<file path="src/rtl/fetch_unit.sv">
// fetch_unit: instruction fetch stage with one outstanding memory request,
// a single-entry output slot toward decode, and redirect handling from execute.
module fetch_unit #(
    parameter logic [31:0] RESET_PC = 32'h0000_0000,
    parameter int          PC_STEP  = 4
) (
    input  logic        clock,
    input  logic        reset,
    input  logic        next_pc_valid,
    input  logic [31:0] next_pc,
    output logic        imem_req_valid,
    input  logic        imem_req_ready,
    output logic [31:0] imem_req_addr,
    input  logic        imem_resp_valid,
    input  logic [31:0] imem_resp_data,
    output logic        instruction_valid,
    input  logic        instruction_ready,
    output logic [31:0] instruction,
    output logic [31:0] pc,
    output logic [31:0] fetch_count
);
    localparam logic [0:0] S_FETCH = 1'b0;
    localparam logic [0:0] S_WAIT  = 1'b1;

    logic [0:0]  state;
    logic [31:0] fetch_pc;
    logic [31:0] req_pc;
    logic        kill;
    logic        slot_fire;
    logic        resp_load;

    assign imem_req_valid = state == S_FETCH && !next_pc_valid && (!instruction_valid || instruction_ready);
    assign imem_req_addr  = fetch_pc;
    // a redirect flushes the slot, so a coincident ready is not a handshake
    assign slot_fire      = instruction_valid && instruction_ready && !next_pc_valid;
    assign resp_load      = state == S_WAIT && imem_resp_valid && !kill && !next_pc_valid;

    always_ff @(posedge clock) begin
        if (reset) begin
            fetch_pc          <= RESET_PC;
            req_pc            <= RESET_PC;
            state             <= S_FETCH;
            kill              <= 1'b0;
            instruction_valid <= 1'b0;
            instruction       <= 32'd0;
            pc                <= 32'd0;
            fetch_count       <= 32'd0;
        end else begin
            fetch_count <= fetch_count + {31'd0, slot_fire};
            if (resp_load) begin
                instruction       <= imem_resp_data;
                pc                <= req_pc;
                instruction_valid <= 1'b1;
            end else if (slot_fire || next_pc_valid) begin
                instruction_valid <= 1'b0;
            end
            if (next_pc_valid)
                fetch_pc <= {next_pc[31:2], 2'b00};
            else if (resp_load)
                fetch_pc <= req_pc + 32'(PC_STEP);
            if (state == S_FETCH) begin
                if (imem_req_valid && imem_req_ready) begin
                    req_pc <= fetch_pc;
                    state  <= S_WAIT;
                end
            end else if (imem_resp_valid) begin
                kill  <= 1'b0;
                state <= S_FETCH;
            end else if (next_pc_valid) begin
                kill <= 1'b1;
            end
        end
    end
endmodule

</file>
<file path="config.mk">
export PLATFORM = sky130hd
export DESIGN_NAME = fetch_unit
export DESIGN_NICKNAME = d
export VERILOG_FILES = /design/src/rtl/fetch_unit.sv
export SDC_FILE = /design/constraint.sdc
export NUM_CORES = 1
export LEC_CHECK = 0
export BUFFER_PORTS_ARGS = -buffer_cell sky130_fd_sc_hd__clkbuf_2
export CAP_MARGIN = 0
export CORE_UTILIZATION = 40
export CTS_CLUSTER_DIAMETER = 150
export DETAILED_ROUTE_END_ITERATION = 8
export MAX_ROUTING_LAYER = met4
export PLACE_DENSITY = 0.74
export SYNTH_ARGS = -nofsm -noshare
export SYNTH_HDL_FRONTEND = slang
export SYNTH_SLANG_ARGS = --single-unit
</file>
<file path="constraint.sdc">
create_clock -name clock -period 3.5 [get_ports clock]
set_input_delay 0 -clock clock [delete_from_list [all_inputs] [get_ports clock]]
set_output_delay 0 -clock clock [all_outputs]
set_load 0.05 [all_outputs]
</file>
# --- Yosys cells after proc, flatten, opt, wreduce, memory -nomap -nowiden ---
# Index checks and enable logic that the tools add are counted.
op_classes:
  magnitude_cmp: 0
  addsub: 2
  shift: 0
  n_reduce_logical: 19
  bitwise: 1
  n_mux: 9
  n_div: 0
  eq_ne: 0
  multipliers: 0
ops:
  columns: ["cell", "n"]
  rows:
  - ["32-bit 2-to-1 mux", 2]
  - ["32-bit by 1-bit adder with 32-bit output", 1]
  - ["32-bit by 3-bit adder with 32-bit output (second input constant)", 1]
  - ["1-bit logical AND", 8]
  - ["1-bit 2-to-1 mux", 7]
  - ["2-bit nonzero test", 3]
  - ["2-bit AND reduction", 2]
  - ["1-bit logical NOT", 3]
  - ["1-bit logical OR", 2]
  - ["2-bit OR reduction", 1]
  - ["1-bit NOT", 1]
word_totals:
  elab_cells: 40
  ram_bits: 0
  latch_bits: 0
  output_inout_bits: 130
  memories: 0
  regBits: 163
  in_bits: 70
  mem_bits_ro: 0

# --- Longest topological paths before layout ---
# Gate-level depths: netlist of the first run.
depth:
  ltp_word: 6
  mapped_depth: 11
  mapped_depth_nobuf: 8

# --- Worst setup path before layout of the first run ---
# Ideal clock, no wire load.
synth_path:
  path_kind: "reg2reg"
  from: "reg instruction_valid"
  to: "reg req_pc[21]"
  setup_time_ns: 0.070
  required_ns: 3.430
  path_buffers: 2
  period_less_slack_ns: 2.759
  slack_ns: 0.741
  arrival_time_ns: 2.688
  path_stages_with_launch: 8
  path_cell_list: "dfxtp_1 > nor2b_1 > nor3_1 > and2_1 > clkbuf_1 > clkbuf_1 > nand2_1 > a21oi_1"
synth_via:
  elab_chain_len: 5
synth_lines:
  columns: ["item", "line", "text"]
  rows:
  - ["start, declared", "16", "output logic instruction_valid,"]
  - ["start signal, assigned", "44", "instruction_valid <= 1'b0;"]
  - ["start signal, assigned", "53", "instruction_valid <= 1'b1;"]
  - ["start signal, assigned", "55", "instruction_valid <= 1'b0;"]
  - ["1-bit logical NOT", "32", "assign imem_req_valid = state == S_FETCH && !next_pc_valid && (!instruction_valid || instruction_ready);"]
  - ["1-bit logical OR", "32", null]
  - ["1-bit logical AND", "32", null]
  - ["via imem_req_valid", "11", "output logic imem_req_valid,"]
  - ["1-bit logical AND", "62", "if (imem_req_valid && imem_req_ready) begin"]
  - ["2-bit AND reduction (no line)", null, null]
  - ["end signal, assigned", "63", "req_pc <= fetch_pc;"]
  - ["end, declared", "27", "logic [31:0] req_pc;"]
# The timed path passes the listed nets, and every way through them passes these cells.
# A chain may end at the register's enable or synchronous reset.

# --- Final worst setup path of the first run ---
layout_path:
  from: "reg req_pc[2]"
  to: "reg fetch_pc[26], in the netlist imem_req_addr[26]"
layout_via:
  elab_chain_len: 3
layout_lines:
  columns: ["item", "line", "text"]
  rows:
  - ["32-bit by 3-bit adder with 32-bit output", "60", "fetch_pc <= req_pc + 32'(PC_STEP);"]
  - ["32-bit 2-to-1 mux", "59", "else if (resp_load)"]
  - ["32-bit 2-to-1 mux", "57", "if (next_pc_valid)"]
  - ["end signal, assigned", "58", "fetch_pc <= {next_pc[31:2], 2'b00};"]
  - ["end signal, assigned", "60", null]
  - ["end, declared", "26", "logic [31:0] fetch_pc;"]
# No other way between the ends. The select of a mux whose other input is x is not followed.

==> impl_metrics.yaml, run 1 <==
run_status:
  status: "complete, no violations"
logic_synthesis:
  synth_edf_count: 0
  synth_area_leaders: "dfxtp_1 47%, nand2_1 13%, a21oi_1 8.4%"
  async_reset_ff_frac: 0
  syn_inst: 857
  yosysUniqueCellTypes: 52
  yosys_warnings: 0
  synth-seq-area-share: 0.474
  synth_compound_area_frac: 0.131
  muxShareOfSynthArea: 0.00436
  synthSimpleGateAreaFrac: 0.279
  ys_ff_latch: 163
  synthXorXnorAreaFrac: 0.0662
  synth_adder_area_share: 0.00727
  syn_area_um2: 6880
  avgSynthCellArea_um2: 8.03
  synth_top_area_share: 0.474
  yosys_most_used_dff: "dfxtp_1"
  syn_nets: 931
  yosysTopAreaCell: "dfxtp_1"
  synth_top_family_by_area: "simple AND/OR/NAND/NOR gates"
timing:
  timing.hold.ws_ns: 0.0876
  hold_violations: 0
  maxSlewHeadroom: 0.231
  finalSetupViolCount: 0
  layout_worst_path_cycle_share: 0.635
  min_period_ns: 2.22
  fin_skew_ns: 0.00868
  fin_ws_ns: 1.28
  drv_slew: 0
  rsz0062_at_grt: "no"
  fin_setup_tns_ns: 0
  fmax_mhz: 450
  tightestPinTransition_ns: 1.15
placed_design:
  portBuffers: 197
  dpl.cell_count: 1222
  place.gp.congestion: 0.853
  place_worst_setup_slack_ns: 1.30
  hpwl_um: 12300
  placed_area_um2: 7980
clocking:
  cts_tree: "done"
  post_cts_buffers: 0
  cts_resized: 0
  numClockSinks: 163
  clkTransAtPathRegs_ns: 0.07
  numCtsBuffers: 17
  cts.htree.levels: 4
  cts_root_buf: "clkbuf_16"
  cts-hold-fix-buffers: 64
  clk_latency_ns: 0.42
  clk_path_buf_depth: 2
power_and_ir_drop:
  finalPower_mw: 4.43
  peakVddDrop_uv: 352
  p_per_area_nw_per_um2: 477
  p_sw_mw: 1.07
  p_int_mw: 3.36
  power.clock.fraction: 0.476
  p_comb_frac: 0.088
  seqPwrFrac: 0.436
  p_sw_frac: 0.242
  p_leak_nw: 3.72
drt:
  drc: 0
  avgRoutedWirePerCell_um: 14.6
  wirelength_um: 19300
  drtIter0Drc: 327
  firstDrtPassIters: 5
  vias_per_cell: 5.06
  ant_nets: 0
  vias: 6674
critical_path:
  crit_chain: "ha_1 > nand4_1 > and4bb_2 > nand3_1 > xor2_1 > a2111oi_0"
  startpoint_type: "flip-flop"
  cp_data_required_time_ns: 3.80
  slowest_delay_ns: 0.51
  reg2reg_depth: 6
  cp_slowest_cell: "and4bb_2"
  crit_arrival_ns: 2.52
  path_buf_inv: 0
  cp.depth: 6
  cpLargestDelayFamily: "simple AND/OR/NAND/NOR gates"
  end_kind: "flip-flop"
  path_class: "flip-flop to flip-flop"
  crit_fanout: 8
layout:
  layout_commonest_cell: "nand2_1"
  n_antenna_cell: 0
  drive_gt1_frac: 0.231
  fillers: 1568
  design_area_um2: 9290
  final_cell_mix: "234 x nand2_1, 196 x clkbuf_2, 163 x dfxtp_1"
  nets: 1159
  final_util: 0.556
  stdcell_count: 1318
  area_delta_synth_final_pct: 35.0
global_routing:
  grt_pass1_wl_um: 31300
  antenna_found_initial: 0
  use_met1: 0.285
  busiest_layer: "met2"
  globalRouteMet3Util: 0.0434
  grtUsageMet2: 0.363
  grt_usage: 0.226
  gr-total-overflow: 0
  grt_pass1_vias: 6414
  grt_max_degree: 83
die:
  core_um2: 16700
  num_rows: 47
  die_area_um2: 17700
  io-pin-count: 200
  start_util: 0.412
  die_h_um: 133
  dieWidth_um: 133
worst_hold_path:
  holdPathStages: 4
  holdCritPathClass: "input pin to flip-flop"
flow_run:
  max-cap-violations: 0
==> registers in the layout (all words and copies together) (netlist names) <==
signal	cells
pc	32
req_pc	32
fetch_count	32
state	1
kill	1
instruction_valid	1
instruction	32
imem_req_addr	32
==> worst reg2reg max path, cell delays in order, from the launching register on <==
cell and delay, ns:
dfxtp_1 0.44, ha_1 0.26, nand4_1 0.22, and4bb_2 0.51, nand3_1 0.13, xor2_1 0.15
a2111oi_0 0.39
==> layer usage <==
layer  vias to the layer above  share of wire
li1                       3347              -
met1                      3091           0.46
met2                       210           0.47
met3                        26          0.060
met4                         0          0.018
met5                         -              0
==> synthesized netlist by cell type (2+ instances only) <==
library cell,instances
a211o_1,4
nor2_1,54
o2bb2ai_1,2
and3_1,7
a221oi_1,5
nor4_1,11
a21oi_1,116
nand3_1,21
a211oi_1,2
a31oi_1,3
a2111oi_2,2
buf_2,5
clkbuf_1,42
o21ai_0,7
o221ai_1,2
nor4_4,2
dfxtp_1,163
a2111oi_0,5
mux2i_1,3
xor2_1,31
nand3b_1,3
or4b_2,2
a21o_1,2
buf_1,14
and4_1,10
ha_1,4
nor3_1,18
xnor2_1,21
and4bb_2,2
nand2_1,234
nor3b_1,3
nor2b_1,10
inv_1,8
and2_1,7
nand4_1,14
or3_1,2
==> final cells by class <==
class | count | area, µm² | share of cell area
Clock buffer | 19 | 453 | 0.0487
Tap cell | 220 | 275 | 0.0296
Sequential cell | 163 | 3260 | 0.351
Inverter | 8 | 30.0 | 0.00323
Multi-Input combinational cell | 625 | 3360 | 0.361
Timing Repair Buffer | 270 | 1700 | 0.183
Clock inverter | 13 | 219 | 0.0236
==> cell families after synthesis <==
| kind of cell | after synthesis |
|---|---|
| buf+inv | 69 |
| compound gates | 156 |
| xor+xnor | 52 |
| simple gates | 410 |
| mux | 3 |
| fa+ha+maj | 4 |
| flops | 163 |
==> power groups by stage <==
| stage | combinational (mW) | clock, mW | sequential [mW] |
|---|---|---|---|
| 2_1_floorplan | 0.132 | 0 | 2.06 |
| 3_3_place_gp | 0.330 | 0 | 1.97 |
| 3_5_place_dp | 0.333 | 0 | 1.97 |
| 4_1_cts | 0.391 | 2.15 | 1.93 |
| 5_1_grt | 0.419 | 2.21 | 1.94 |
| 6_report | 0.392 | 2.11 | 1.93 |
==> final timing paths <==
| check | start | to | slack [ns] |
|---|---|---|---|
| worst max-delay path | req_pc[2] | imem_req_addr[26] | 1.28 |
| worst max register to register | req_pc[2] | imem_req_addr[26] | 1.28 |
| worst min-delay path | next_pc_valid | imem_req_addr[4] | 0.09 |
| worst min register to register | pc[6] | pc[6] | 0.45 |
Power figures use the tool's default switching activity.
==> inputs of run 2 (changes only) <==
PLACE_DENSITY = 0.77   (was 0.74)
clock period = 1.8 ns   (was 3.5 ns; I/O delays follow)
==> impl_metrics.yaml, run 2 (synthesis gave the netlist of run 1 again) <==
timing:
  tightestPinTransition_ns: 0.502
  hold_violations: 0
  finalSetupViolCount: 3
  rsz0062_at_grt: "yes"
  fin_ws_ns: -0.0228
  fmax_mhz: 549
  min_period_ns: 1.82
  drv_slew: 0
  layout_worst_path_cycle_share: 1.01
  maxSlewHeadroom: 0.665
  fin_skew_ns: 0.00835
run_status:
  status: "complete, but fails checks"
  violations: "negative setup slack"
layout:
  fillers: 1411
  design_area_um2: 9920
  layout_commonest_cell: "nand2_1"
  area_delta_synth_final_pct: 44.1
  nets: 1221
  final_cell_mix: "232 x nand2_1, 196 x clkbuf_2, 135 x dfxtp_1"
  n_antenna_cell: 0
  drive_gt1_frac: 0.317
placed_design:
  placed_area_um2: 8490
  portBuffers: 197
  place_worst_setup_slack_ns: -0.0589
  place.gp.congestion: 0.858
  hpwl_um: 13800
drt:
  vias: 7207
  avgRoutedWirePerCell_um: 15.6
  firstDrtPassIters: 5
  wirelength_um: 21600
  vias_per_cell: 5.22
  ant_nets: 0
  drc: 0
  drtIter0Drc: 501
die:
  num_rows: 47
  dieWidth_um: 133
  io-pin-count: 200
  start_util: 0.412
  die_area_um2: 17700
  core_um2: 16700
  die_h_um: 133
clocking:
  cts_tree: "done"
  cts.htree.levels: 4
  cts_root_buf: "clkbuf_16"
  clkTransAtPathRegs_ns: 0.07
  clk_latency_ns: 0.43
  numClockSinks: 163
  numCtsBuffers: 17
  clk_path_buf_depth: 2
critical_path:
  r2r_start: "kill"
  startpoint_type: "flip-flop"
  crit_arrival_ns: 2.16
  end_kind: "flip-flop"
  path_class: "flip-flop to flip-flop"
  crit_fanout: 2
  reg2reg_depth: 5
  cp_data_required_time_ns: 2.14
  reg2reg_slack_ns: -0.02
  rr_endpoint: "imem_req_addr[30]"
worst_hold_path:
  holdPathStages: 2
  min-delay-start: "reset"
  holdCritPathClass: "input pin to flip-flop"
  min_to: "req_pc[21]"
flow_run:
  max-cap-violations: 0
global_routing:
  grt_pass1_vias: 6759
  grt_pass1_wl_um: 33800
  grt_max_degree: 97
  antenna_found_initial: 0
  gr-total-overflow: 0
  grt_usage: 0.246
power_and_ir_drop:
  finalPower_mw: 8.17
  peakVddDrop_uv: 741
  p_leak_nw: 4.06
  p_per_area_nw_per_um2: 823
-- run 2: stage by stage --
stage | cells | utilization | hold slack (ns) | TNS, ns
floorplan | 857 | - | 0.0672 | -0.394
global placement | 1277 | 0.508 | 0.223 | 0
detailed placement | 1277 | 0.508 | 0.230 | -0.202
CTS | 1375 | 0.584 | 0.0232 | -0.00991
global route | 1380 | 0.594 | 0.0438 | -0.727
finish | 1380 | 0.594 | 0.0389 | -0.0452
-- run 2: cell type report --
type / count / area (µm²) / area share
clock buffer: 18 / 429 / 0.0433
timing repair buffer: 332 / 2180 / 0.220
clock inverter: 14 / 153 / 0.0154
inverter: 8 / 30.0 / 0.00303
tap: 220 / 275 / 0.0278
sequential: 163 / 3310 / 0.333
multi-input combinational: 625 / 3540 / 0.357
-- run 2: layer usage --
layer / global-route usage / up-vias / wire length (µm)
met3: 0.0548 / 42 / 1600
met1: 0.311 / 3372 / 9150
li1: - / 3479 / -
met5: - / - / 0
met2: 0.381 / 314 / 10200
met4: 0.0972 / 0 / 555
-- run 2: worst max path at each step --
stage | from | slack [ns] | endpoint | cells past startpoint
floorplan | instruction_valid | -0.11 | fetch_count[20] | 9
global placement | instruction_valid | 0.009 | fetch_count[28] | 7
detailed placement | req_pc[3] | -0.06 | imem_req_addr[26] | 6
CTS | req_pc[10] | -0.01 | imem_req_addr[31] | 5
global route | req_pc[11] | -0.11 | imem_req_addr[31] | 5
finish | kill | -0.02 | imem_req_addr[30] | 5
-- run 2: worst max-delay path, cell delays in order (launching register included) --
cell      delay, ns
dfxtp_1        0.31
and4bb_2       0.30
nand2_1        0.08
or4_4          0.53
or3_1          0.32
a211oi_1       0.19
-- run 2: power by group --
| group | internal, mW | switching [mW] | total, mW |
|---|---|---|---|
| Sequential | 3.68 | 0.0649 | 3.74 |
| Clock | 2.06 | 1.53 | 3.59 |
| Combinational | 0.309 | 0.521 | 0.830 |
| Total | 6.05 | 2.11 | 8.17 |
-- run 2: repair_timing --
| action | 4_1_cts | 5_1_grt |
|---|---|---|
| hold buffers | 64 | 0 |
| setup endpoints to repair | 11 | 35 |
| hold endpoints to repair | 64 | 0 |
| gates resized for setup | 11 | 27 |
| pin swaps | 4 | 18 |
| buffers inserted | 2 | 5 |
==> inputs of run 3 (changes only) <==
CELL_PAD_IN_SITES_DETAIL_PLACEMENT = 0   (was default)
CELL_PAD_IN_SITES_GLOBAL_PLACEMENT = 1   (was default)
CORE_UTILIZATION = 34   (was 40)
PLACE_DENSITY = 0.86   (was 0.77)
==> impl_metrics.yaml, run 3 (synthesis gave the netlist of run 1 again) <==
timing:
  fin_setup_tns_ns: -0.00563
  min_period_ns: 1.81
  rsz0062_at_grt: "yes"
  fmax_mhz: 554
  fin_skew_ns: 0.0130
  drv_slew: 0
  timing.hold.ws_ns: 0.0467
  maxSlewHeadroom: 0.639
  hold_violations: 0
  layout_worst_path_cycle_share: 1.00
  finalSetupViolCount: 1
  fin_ws_ns: -0.00563
  tightestPinTransition_ns: 0.542
layout:
  final_cell_mix: "232 x nand2_1, 196 x clkbuf_2, 135 x dfxtp_1"
  design_area_um2: 10100
  nets: 1222
  stdcell_count: 1426
  layout_commonest_cell: "nand2_1"
  final_util: 0.513
  drive_gt1_frac: 0.314
  multiInputGateArea_um2: 3560
  seq_area_um2: 3300
  fillers: 1907
  area_delta_synth_final_pct: 46.4
  n_antenna_cell: 0
clocking:
  numCtsBuffers: 17
  cts_tree: "done"
  numClockSinks: 163
  clk_path_buf_depth: 2
  cts_root_buf: "clkbuf_16"
  clkTransAtPathRegs_ns: 0.07
  clk_latency_ns: 0.43
  cts.htree.levels: 4
die:
  num_rows: 51
  io-pin-count: 200
  die_h_um: 144
  die_area_um2: 20800
  dieWidth_um: 144
  start_util: 0.350
  core_um2: 19700
drt:
  vias: 6981
  drc: 0
  ant_nets: 0
  drtIter0Drc: 335
  avgRoutedWirePerCell_um: 14.9
  firstDrtPassIters: 5
  wirelength_um: 21200
  vias_per_cell: 4.90
global_routing:
  grt_max_degree: 52
  antenna_found_initial: 0
  grt_pass1_vias: 6520
  gr-total-overflow: 0
  grt_usage: 0.212
  grt_pass1_wl_um: 33300
flow_run:
  max-cap-violations: 0
placed_design:
  place.gp.congestion: 0.858
  placed_area_um2: 8520
  portBuffers: 197
  dpl.cell_count: 1319
  place_worst_setup_slack_ns: -0.0767
  hpwl_um: 14300
critical_path:
  path_class: "flip-flop to flip-flop"
  crit_arrival_ns: 2.13
  startpoint_type: "flip-flop"
  end_kind: "flip-flop"
  reg2reg_slack_ns: -0.006
  cp_data_required_time_ns: 2.12
  crit_fanout: 4
power_and_ir_drop:
  peakVddDrop_uv: 606
  p_per_area_nw_per_um2: 855
  p_leak_nw: 4.17
  finalPower_mw: 8.61
worst_hold_path:
  holdCritPathClass: "input pin to flip-flop"
run_status:
  status: "complete, but fails checks"
  violations: "negative setup slack"
==> run 3: worst paths after layout <==
| path | endpoint | cells past startpoint | startpoint |
|---|---|---|---|
| worst max-delay path | imem_req_addr[27] | 7 | req_pc[3] |
| worst max register to register | imem_req_addr[27] | 7 | req_pc[3] |
| worst min register to register | instruction[26] | 2 | instruction[26] |
| worst min-delay path | pc[28] | 2 | reset |
==> run 3: report_power, final <==
group	leakage, nW	switching (mW)	internal, mW	total (mW)
sequential	1.34	0.0606	3.68	3.74
clock	0.319	1.53	2.50	4.03
combinational	2.51	0.527	0.314	0.841
==> run 3: timing repair <==
action                                 in CTS  in global routing
buffers inserted                            6                  5
pin swaps                                   4                 24
resized for setup                          12                 25
endpoints found under the hold margin      65                  0
setup endpoints to repair                  11                 22
hold buffers                               64                  0
==> run 3: layout make-up <==
| class | instances | area share |
|---|---|---|
| clock buffer | 22 | 0.0483 |
| clock inverter | 10 | 0.0168 |
| inverter | 8 | 0.00298 |
| multi-input combinational | 625 | 0.353 |
| sequential | 163 | 0.328 |
| tap | 265 | 0.0329 |
| timing repair buffer | 333 | 0.218 |
==> run 3: worst max-delay path: stages, from the launching register on <==
cell       delay, ns
dfxtp_2         0.34
buf_4           0.11
nand2_1         0.08
buf_4           0.15
nor4_4          0.35
nand3_1         0.15
xor2_1          0.18
a2111oi_2       0.34
==> run 3: routing by layer <==
layer	wire length (µm)	up-vias	track usage	part of all wire
met5	0	-	-	0
met4	357	0	0.0693	0.017
met3	1180	29	0.0520	0.056
met2	9870	194	0.325	0.46
met1	9820	3283	0.274	0.46
li1	-	3475	-	-
